$ cat src/rtl/credit_arb_pkg.sv
// Shared types and default constants for the credit-based link arbiter.
package credit_arb_pkg;

   typedef enum logic [1:0] {
      IDLE  = 2'd0,
      BUSY  = 2'd1,
      STALL = 2'd2
   } arb_state_t;

   localparam int DEF_NREQ         = 4;
   localparam int DEF_NBITS        = 4;
   localparam int DEF_INIT_CREDITS = 8;
   localparam int DEF_TIMEOUT      = 64;

   function automatic int ptr_width(input int n);
      return (n > 1) ? $clog2(n) : 1;
   endfunction

endpackage

$ cat src/rtl/credit_arbiter_rr_select.sv
// Combinational round-robin picker: first requester at or after ptr, wrapping.
module rr_select
   import credit_arb_pkg::*;
#(
   parameter int NREQ = DEF_NREQ,
   parameter int PW   = ptr_width(NREQ)
) (
   input  logic [NREQ-1:0] req,
   input  logic [PW-1:0]   ptr,
   output logic [NREQ-1:0] grant
);

   logic found_s;

   // Two passes: indices from ptr upward, then the wrapped low indices.
   always_comb begin
      grant   = '0;
      found_s = 1'b0;
      for (int j = 0; j < NREQ; j++) begin
         if (!found_s && req[j] && (j >= int'(ptr))) begin
            grant[j] = 1'b1;
            found_s  = 1'b1;
         end else begin
            found_s  = found_s;
         end
      end
      for (int j = 0; j < NREQ; j++) begin
         if (!found_s && req[j]) begin
            grant[j] = 1'b1;
            found_s  = 1'b1;
         end else begin
            found_s  = found_s;
         end
      end
   end

endmodule

$ cat src/rtl/credit_arbiter.sv
// Credit-gated round-robin link arbiter with packet-granular ownership.
// Optional stall watchdog enabled by defining CREDIT_ARB_TIMEOUT_EN.
module credit_arbiter
   import credit_arb_pkg::*;
#(
   parameter int NREQ         = DEF_NREQ,
   parameter int NBITS        = DEF_NBITS,
   parameter int INIT_CREDITS = DEF_INIT_CREDITS
`ifdef CREDIT_ARB_TIMEOUT_EN
   ,
   parameter int TIMEOUT      = DEF_TIMEOUT
`endif
) (
   input  logic             CLK,
   input  logic             RST,
   input  logic [NREQ-1:0]  req,
   input  logic [NREQ-1:0]  last,
   output logic [NREQ-1:0]  grant,
   output logic             tx_valid,
   input  logic             tx_ready,
   input  logic             credit_ret,
   output logic [NBITS-1:0] credits,
   output logic             credit_ovf
`ifdef CREDIT_ARB_TIMEOUT_EN
   ,
   output logic             stall_err
`endif
);

   localparam int              PW    = ptr_width(NREQ);
   localparam logic [NBITS-1:0] CMAX  = {NBITS{1'b1}};
   localparam logic [NBITS-1:0] CINIT = NBITS'(INIT_CREDITS);

   arb_state_t       state_r, state_nxt_s;
   logic [NREQ-1:0]  grant_r, grant_nxt_s, rr_grant_s;
   logic [PW-1:0]    ptr_r, ptr_nxt_s, ptr_inc_s;
   logic [NBITS-1:0] credits_r, credits_nxt_s;
   logic             ovf_r, ovf_nxt_s;
   logic             owner_req_s, owner_last_s, tx_valid_s, send_s;

`ifdef CREDIT_ARB_TIMEOUT_EN
   localparam int TW = $clog2(TIMEOUT + 1);
   logic [TW-1:0] stall_cnt_r, stall_cnt_nxt_s;
   logic          stall_err_r, stall_err_nxt_s;
   assign stall_err = stall_err_r;
`endif

   rr_select #(.NREQ(NREQ), .PW(PW)) u_rr (
      .req   (req),
      .ptr   (ptr_r),
      .grant (rr_grant_s)
   );

   assign owner_req_s  = |(req & grant_r);
   assign owner_last_s = |(last & grant_r);
   // Gated by RST so a packet being abandoned cannot emit a beat in the reset cycle.
   assign tx_valid_s   = (state_r == BUSY) && owner_req_s && (credits_r != '0) && !RST;
   assign send_s       = tx_valid_s && tx_ready;

   assign grant      = grant_r;
   assign tx_valid   = tx_valid_s;
   assign credits    = credits_r;
   assign credit_ovf = ovf_r;

   // Pointer value that follows the current owner.
   always_comb begin
      ptr_inc_s = '0;
      for (int i = 0; i < NREQ; i++) begin
         if (grant_r[i]) begin
            ptr_inc_s = PW'((i + 1) % NREQ);
         end else begin
            ptr_inc_s = ptr_inc_s;
         end
      end
   end

   // Credit counter update with saturation on return.
   always_comb begin
      credits_nxt_s = credits_r;
      ovf_nxt_s     = 1'b0;
      if (credit_ret && !send_s) begin
         if (credits_r == CMAX) begin
            ovf_nxt_s     = 1'b1;
         end else begin
            credits_nxt_s = credits_r + NBITS'(1);
         end
      end else if (send_s && !credit_ret) begin
         credits_nxt_s = credits_r - NBITS'(1);
      end else begin
         credits_nxt_s = credits_r;
      end
   end

   // Next-state, grant and pointer decode.
   always_comb begin
      state_nxt_s = state_r;
      grant_nxt_s = grant_r;
      ptr_nxt_s   = ptr_r;
`ifdef CREDIT_ARB_TIMEOUT_EN
      stall_cnt_nxt_s = '0;
      stall_err_nxt_s = 1'b0;
`endif
      case (state_r)
         IDLE: begin
            // A freshly registered grant spends one cycle here before beats flow.
            if (grant_r != '0) begin
               if (owner_req_s) begin
                  state_nxt_s = BUSY;
               end else begin
                  grant_nxt_s = '0;
                  ptr_nxt_s   = ptr_inc_s;
               end
            end else if ((req != '0) && (credits_r != '0)) begin
               grant_nxt_s = rr_grant_s;
            end else begin
               grant_nxt_s = '0;
            end
         end
         BUSY: begin
            if ((send_s && owner_last_s) || !owner_req_s) begin
               state_nxt_s = IDLE;
               grant_nxt_s = '0;
               ptr_nxt_s   = ptr_inc_s;
            end else if (credits_nxt_s == '0) begin
               state_nxt_s = STALL;
            end else begin
               state_nxt_s = BUSY;
            end
         end
         STALL: begin
            if (!owner_req_s) begin
               state_nxt_s = IDLE;
               grant_nxt_s = '0;
               ptr_nxt_s   = ptr_inc_s;
            end else if (credit_ret) begin
               state_nxt_s = BUSY;
            end
`ifdef CREDIT_ARB_TIMEOUT_EN
            else if (stall_cnt_r == TW'(TIMEOUT - 1)) begin
               state_nxt_s     = IDLE;
               grant_nxt_s     = '0;
               ptr_nxt_s       = ptr_inc_s;
               stall_err_nxt_s = 1'b1;
            end else begin
               stall_cnt_nxt_s = stall_cnt_r + TW'(1);
            end
`else
            else begin
               state_nxt_s = STALL;
            end
`endif
         end
         default: begin
            state_nxt_s = IDLE;
            grant_nxt_s = '0;
         end
      endcase
   end

   // State registers with synchronous reset.
   always_ff @(posedge CLK) begin
      if (RST) begin
         state_r   <= IDLE;
         grant_r   <= '0;
         ptr_r     <= '0;
         credits_r <= CINIT;
         ovf_r     <= 1'b0;
`ifdef CREDIT_ARB_TIMEOUT_EN
         stall_cnt_r <= '0;
         stall_err_r <= 1'b0;
`endif
      end else begin
         state_r   <= state_nxt_s;
         grant_r   <= grant_nxt_s;
         ptr_r     <= ptr_nxt_s;
         credits_r <= credits_nxt_s;
         ovf_r     <= ovf_nxt_s;
`ifdef CREDIT_ARB_TIMEOUT_EN
         stall_cnt_r <= stall_cnt_nxt_s;
         stall_err_r <= stall_err_nxt_s;
`endif
      end
   end

endmodule

$ cat config.mk
export PLATFORM = sky130hd
export DESIGN_NAME = credit_arbiter
export DESIGN_NICKNAME = d
export VERILOG_FILES = /design/src/rtl/credit_arb_pkg.sv /design/src/rtl/credit_arbiter_rr_select.sv /design/src/rtl/credit_arbiter.sv
export SDC_FILE = /design/constraint.sdc
export NUM_CORES = 1
export LEC_CHECK = 0
export ABC_CLOCK_PERIOD_IN_PS = 2900
export CAP_MARGIN = 20
export CORE_MARGIN = 2
export CORE_UTILIZATION = 48
export DETAILED_ROUTE_END_ITERATION = 8
export PLACE_DENSITY = 0.74
export SYNTH_ARGS = -nofsm -noshare
export SYNTH_HDL_FRONTEND = slang
export SYNTH_SLANG_ARGS = --single-unit
$ cat constraint.sdc
create_clock -name CLK -period 2.9 [get_ports CLK]
set_input_delay 0.435 -clock CLK [delete_from_list [all_inputs] [get_ports CLK]]
set_output_delay 0.435 -clock CLK [all_outputs]
set_load 0.1 [all_outputs]
==> flow_metrics.py, run 1 <==
metrics = {
    "place": {
        "dpl.cell_count": 164,
        "dp.final_hpwl_mm": 1.782,
        "routabilityCongestion": 0.8539,
        "portBuffers": 21,
    },
    "power": {
        "leakagePower_nw": 0.4804,
        "p_sw_w": 0.0002390,
        "p_seq_share_pct": 39.1,
        "intPower_w": 0.0003260,
        "comb_power_share_pct": 41.5,
        "max-vdd-ir-drop_mv": 0.3022,
        "switching_share_pct": 42.30,
        "power.density_nw_per_um2": 482.4,
        "p_clk_share_pct": 19.4,
    },
    "clock_network": {
        "hold_buffers": 0,
        "htree_levels": 1,
        "clockBufferDepth": 2,
        "insertion_delay_ns": 0.27,
        "path_clk_slew_ns": 0.09,
        "cts_resized": 0,
        "postCtsSetupRepairBufs": 0,
        "cts_tree": "built",
        "cts-root-buf": "clkbuf_4",
        "cts.sinks": 13,
        "numCtsBuffers": 3,
    },
    "timing": {
        "fin_crit_sh_pct": 88.36,
        "worst_slew_pin_slew_ns": 0.6657,
        "fmax_ghz": 0.3902,
        "rsz0062_at_grt": "false",
        "hold_viol_final": 0,
        "fin_crit_ns": 2.562,
        "relSlewSlack_pct": 55.21,
        "fin_setup_tns_ns": 0,
        "maxSlewViolCount": 0,
        "setup_viol": 0,
        "fin_skew_ns": 0.01190,
    },
    "floorplanning": {
        "core_um2": 1764,
        "io_pins": 22,
        "die_area_um2": 2288,
        "die_x_um": 47.83,
        "die_h_um": 47.83,
        "initial_core_util_pct": 52.27,
        "num_rows": 15,
    },
    "critical_path": {
        "end_kind": "flop",
        "arrival_ns": 2.77,
        "crit_fanout": 7,
        "reg2reg_setup_slack_ns": 0.34,
        "critPathKind": "flop to flop",
        "startpoint_type": "flop",
        "cp.required_ns": 3.11,
    },
    "cells_and_area": {
        "multiInputGateArea_um2": 611.8,
        "finalNetCount": 158,
        "fin_util_pct": 66.38,
        "stdcell_count": 168,
        "layout-drive-gt1-share_pct": 19.58,
        "regArea_um2": 262.8,
        "antenna_cells": 0,
        "nFillCells": 172,
        "syn_to_final_growth_pct": 27.00,
    },
    "yosys": {
        "ys_types": 40,
        "synth_async_sr_flop_share_pct": 0,
        "syn_nets": 134,
        "synthFlopType": "dfxtp_1",
        "yosysWarningCount": 0,
        "ys_ff_latch": 13,
        "synth_area_um2": 922.1,
        "yosysSeqAreaShare_pct": 28.22,
        "synthCells": 120,
        "synth_enable_flop_cells": 0,
        "syn_avg_cell_area_um2": 7.684,
    },
    "drt": {
        "ant_nets": 0,
        "wl_per_cell_um": 13.64,
        "via_count": 983,
        "drcViolationCount": 0,
        "drt-initial-drc-count": 37,
        "routed_wl_mm": 2.292,
        "dr.pass1.iters": 4,
        "drt-vias-per-instance": 5.851,
    },
    "global_route": {
        "grt_overflow_total": 0,
        "grtUsageTotal_pct": 21.34,
        "antenna_found_initial": 0,
        "grt_pass1_wl_mm": 3.470,
        "grt_max_degree": 13,
        "grt_pass1_vias": 777,
    },
    "outcome": {
        "status": "completed",
    },
    "worst_hold_path": {
        "hold_class": "flop to flop",
    },
    "run": {
        "max_cap_viol_count": 0,
    },
}
## cell usage after synthesis, types with 3 or more instances
library cell / count / share of area (%)
a21oi_1: 10 / 5.4
o21ai_0: 5 / 2.7
a31oi_1: 3 / 2.0
or3_1: 3 / 2.0
mux2i_1: 4 / 4.3
dfxtp_1: 13 / 28
nand2b_1: 3 / 2.0
a32oi_1: 3 / 2.8
inv_1: 7 / 2.8
nand2_1: 13 / 5.3
nor2_1: 13 / 5.3
o22ai_1: 3 / 2.0
nand3_1: 6 / 3.3
nor3_1: 3 / 1.6
## power groups by stage
stage | clock network (W) | registers (W) | logic (W)
3_3_place_gp | 0 | 0.000224 | 0.000231
5_1_grt | 0.000125 | 0.000224 | 0.000250
6_report | 0.000110 | 0.000221 | 0.000234
4_1_cts | 0.000113 | 0.000220 | 0.000232
3_5_place_dp | 0 | 0.000224 | 0.000231
2_1_floorplan | 0 | 0.000279 | 0.000113
## state kept, by name, indices dropped and copies added, names as in the netlist
| name | flops |
|---|---|
| ptr_r | 2 |
| state_r | 2 |
| credit_ovf | 1 |
| credits | 4 |
| grant | 4 |
## per-layer routing
metal | GRT usage [%] | vias to the layer above | part of all wire, %
li1 | - | 489 | -
met1 | 33.11 | 455 | 49
met2 | 29.07 | 37 | 45
met3 | 5.660 | 2 | 5.9
met4 | 4.865 | 0 | 0.52
met5 | 0 | - | 0
## layout by cell type (no fill, tap or decap), types with 2 or more instances in the layout
cell type | Yosys | layout
a32oi_1 | 3 | 3
mux2i_1 | 4 | 4
a31oi_1 | 3 | 3
o21ai_0 | 5 | 5
clkbuf_4 | 0 | 3
o22ai_1 | 3 | 3
ha_1 | 2 | 2
nor2_1 | 13 | 13
buf_4 | 0 | 11
inv_1 | 7 | 7
dfxtp_2 | 0 | 2
dfxtp_1 | 13 | 11
or3_1 | 3 | 3
and2_2 | 2 | 2
a22oi_1 | 2 | 2
a22oi_2 | 2 | 2
nor3_1 | 3 | 3
nand2_1 | 13 | 13
nand3_1 | 6 | 6
a21oi_1 | 10 | 10
nand2b_1 | 3 | 3
clkdlybuf4s50_1 | 0 | 11
## final timing paths
kind               from  depth (start not counted)         end
max          credits[0]                          9  state_r[1]
min            ptr_r[1]                          2    ptr_r[1]
max reg2reg  credits[0]                          9  state_r[1]
min reg2reg    ptr_r[1]                          2    ptr_r[1]
## metrics by stage
stage | power (W) | hold WS (ns) | instance area [um2] | setup slack [ns]
after floorplan | 0.0003921 | 0.4790 | 924.6 | 0.1459
after global placement | 0.0004545 | 0.5066 | 1145 | 0.1796
after detailed placement | 0.0004550 | 0.5095 | 1145 | 0.1175
after CTS | 0.0005648 | 0.5235 | 1171 | 0.3666
after global routing | 0.0005989 | 0.5627 | 1171 | 0.1763
final | 0.0005649 | 0.5235 | 1171 | 0.3375
## critical path, cell delays in order, from the launching register on
cell and delay [ns]:
dfxtp_2 0.37, inv_1 0.08, ha_1 0.19, nor3b_1 0.31, nor2_1 0.16, a31oi_1 0.38, mux2i_1 0.23, mux2i_1 0.11
or4_1 0.52, a21oi_1 0.14
## cell families after synthesis
family | after synthesis | share of synthesized area (%)
buffers and inverters | 11 | 5.428
muxes | 5 | 5.563
AOI/OAI and AO/OA | 36 | 28.36
and+or+nand+nor | 52 | 28.77
xor gates and xnor gates | 1 | 0.9500
adders and majority gates | 2 | 2.713
DFF | 13 | 28.22
## cell type report
cell class | instances | area share, %
multi-input combinational | 96 | 52.24
sequential | 13 | 22.44
timing repair buffer | 23 | 18.16
tap | 25 | 2.671
clock buffer | 4 | 2.244
inverter | 7 | 2.244
(Power assumes the default switching activity.)
==> inputs of run 2 (changes only) <==
==> constraint.sdc (replaced) <==
create_clock -name CLK -period 2.9 [get_ports CLK]
set_input_delay 0.29 -clock CLK [delete_from_list [all_inputs] [get_ports CLK]]
set_output_delay 0.29 -clock CLK [all_outputs]
set_load 0.1 [all_outputs]
==> flow_metrics.py, run 2 (same netlist as run 1, synthesis figures left out) <==
metrics = {
    "worst_hold_path": {
        "hold_class": "flop to flop",
    },
    "clock_network": {
        "cts_tree": "built",
        "numCtsBuffers": 3,
        "path_clk_slew_ns": 0.09,
        "cts_resized": 0,
        "hold_buffers": 0,
        "insertion_delay_ns": 0.28,
        "clockBufferDepth": 2,
        "htree_levels": 1,
        "cts.sinks": 13,
        "postCtsSetupRepairBufs": 0,
        "cts-root-buf": "clkbuf_4",
    },
    "cells_and_area": {
        "final_cell_mix": "nor2_1, nand2_1, dfxtp_1, clkdlybuf4s50_1, buf_4",
        "layout-drive-gt1-share_pct": 19.01,
        "antenna_cells": 0,
        "nFillCells": 178,
        "stdcell_count": 167,
        "syn_to_final_growth_pct": 24.83,
        "finalNetCount": 157,
    },
    "timing": {
        "setup_viol": 0,
        "rsz0062_at_grt": "false",
        "fmax_ghz": 0.3912,
        "fin_setup_tns_ns": 0,
        "fin_skew_ns": 0.008744,
        "hold_viol_final": 0,
        "fin_crit_sh_pct": 88.14,
        "fin_crit_ns": 2.556,
        "worst_slew_pin_slew_ns": 0.6839,
        "maxSlewViolCount": 0,
        "relSlewSlack_pct": 53.99,
    },
    "floorplanning": {
        "die_h_um": 47.83,
        "initial_core_util_pct": 52.27,
        "die_x_um": 47.83,
        "die_area_um2": 2288,
        "core_um2": 1764,
        "io_pins": 22,
        "num_rows": 15,
    },
    "critical_path": {
        "crit_fanout": 7,
        "end_kind": "flop",
        "startpoint_type": "flop",
        "critPathKind": "flop to flop",
        "cp.required_ns": 3.12,
        "arrival_ns": 2.78,
    },
    "outcome": {
        "status": "completed",
    },
    "drt": {
        "routed_wl_mm": 2.361,
        "wl_per_cell_um": 14.14,
        "via_count": 990,
        "drt-vias-per-instance": 5.928,
        "ant_nets": 0,
        "dr.pass1.iters": 4,
        "drt-initial-drc-count": 44,
        "drcViolationCount": 0,
    },
    "place": {
        "portBuffers": 21,
        "dpl.cell_count": 163,
        "dp.final_hpwl_mm": 1.787,
        "routabilityCongestion": 0.8682,
    },
    "power": {
        "max-vdd-ir-drop_mv": 0.2819,
        "leakagePower_nw": 0.4729,
        "power.density_nw_per_um2": 495.1,
    },
    "global_route": {
        "grt_max_degree": 13,
        "antenna_found_initial": 0,
        "grt_pass1_wl_mm": 3.477,
        "grt_pass1_vias": 795,
        "grt_overflow_total": 0,
        "grtUsageTotal_pct": 21.80,
    },
    "run": {
        "max_cap_viol_count": 0,
    },
}
-- run 2: cell count changes in the layout (fill, tap and decap cells not counted), sizes merged --
cell	delta
buf	-1
-- run 2: layout make-up --
type                       instances  area [um2]  share of cell area, %
clock buffer                       4       26.28                  2.283
timing repair buffer              22       192.7                  16.74
multi-input combinational         96       611.8                  53.15
inverter                           7       26.28                  2.283
sequential                        13       262.8                  22.83
tap                               25       31.28                  2.717
-- run 2: final timing paths --
check,endpoint,depth (start not counted),start,slack (ns)
max,state_r[1],9,credits[0],0.34
min,ptr_r[0],2,ptr_r[0],0.53
max reg2reg,state_r[1],9,credits[0],0.34
min reg2reg,ptr_r[0],2,ptr_r[0],0.53
-- run 2: where the power goes --
group / internal [W] / switching (W) / leakage [nW]
clock: 0.0000535 / 0.0000625 / 0.0150
combinational: 0.0000769 / 0.000156 / 0.351
sequential: 0.000194 / 0.0000270 / 0.106
total: 0.000324 / 0.000246 / 0.473
-- run 2: per-stage QoR --
stage | hold WS, ns | util, % | area [um2] | power, W | worst slack, ns
after CTS | 0.5291 | 65.25 | 1151 | 0.0005675 | 0.3647
after floorplan | 0.3616 | - | 924.6 | 0.0003921 | 0.1459
after global routing | 0.5745 | 65.25 | 1151 | 0.0005957 | 0.1678
after global placement | 0.5021 | 63.76 | 1125 | 0.0004524 | 0.2987
after detailed placement | 0.5167 | 63.76 | 1125 | 0.0004549 | 0.2386
final | 0.5308 | 65.25 | 1151 | 0.0005699 | 0.3439
-- run 2: metal layers --
layer	up-vias	global-route usage, %	part of all wire [%]
met3	2	4.906	4.7
met1	472	33.11	49
met2	32	30.40	45
li1	484	-	-
met4	0	6.486	0.59
met5	-	0	0
-- run 2: worst max-delay path, cell delays in order (launching register included) --
cell     delay (ns)
dfxtp_2        0.36
inv_1          0.08
ha_1           0.19
nor3b_1        0.32
nor2_1         0.16
a31oi_1        0.38
mux2i_1        0.23
mux2i_1        0.12
or4_1          0.52
a21oi_1        0.14
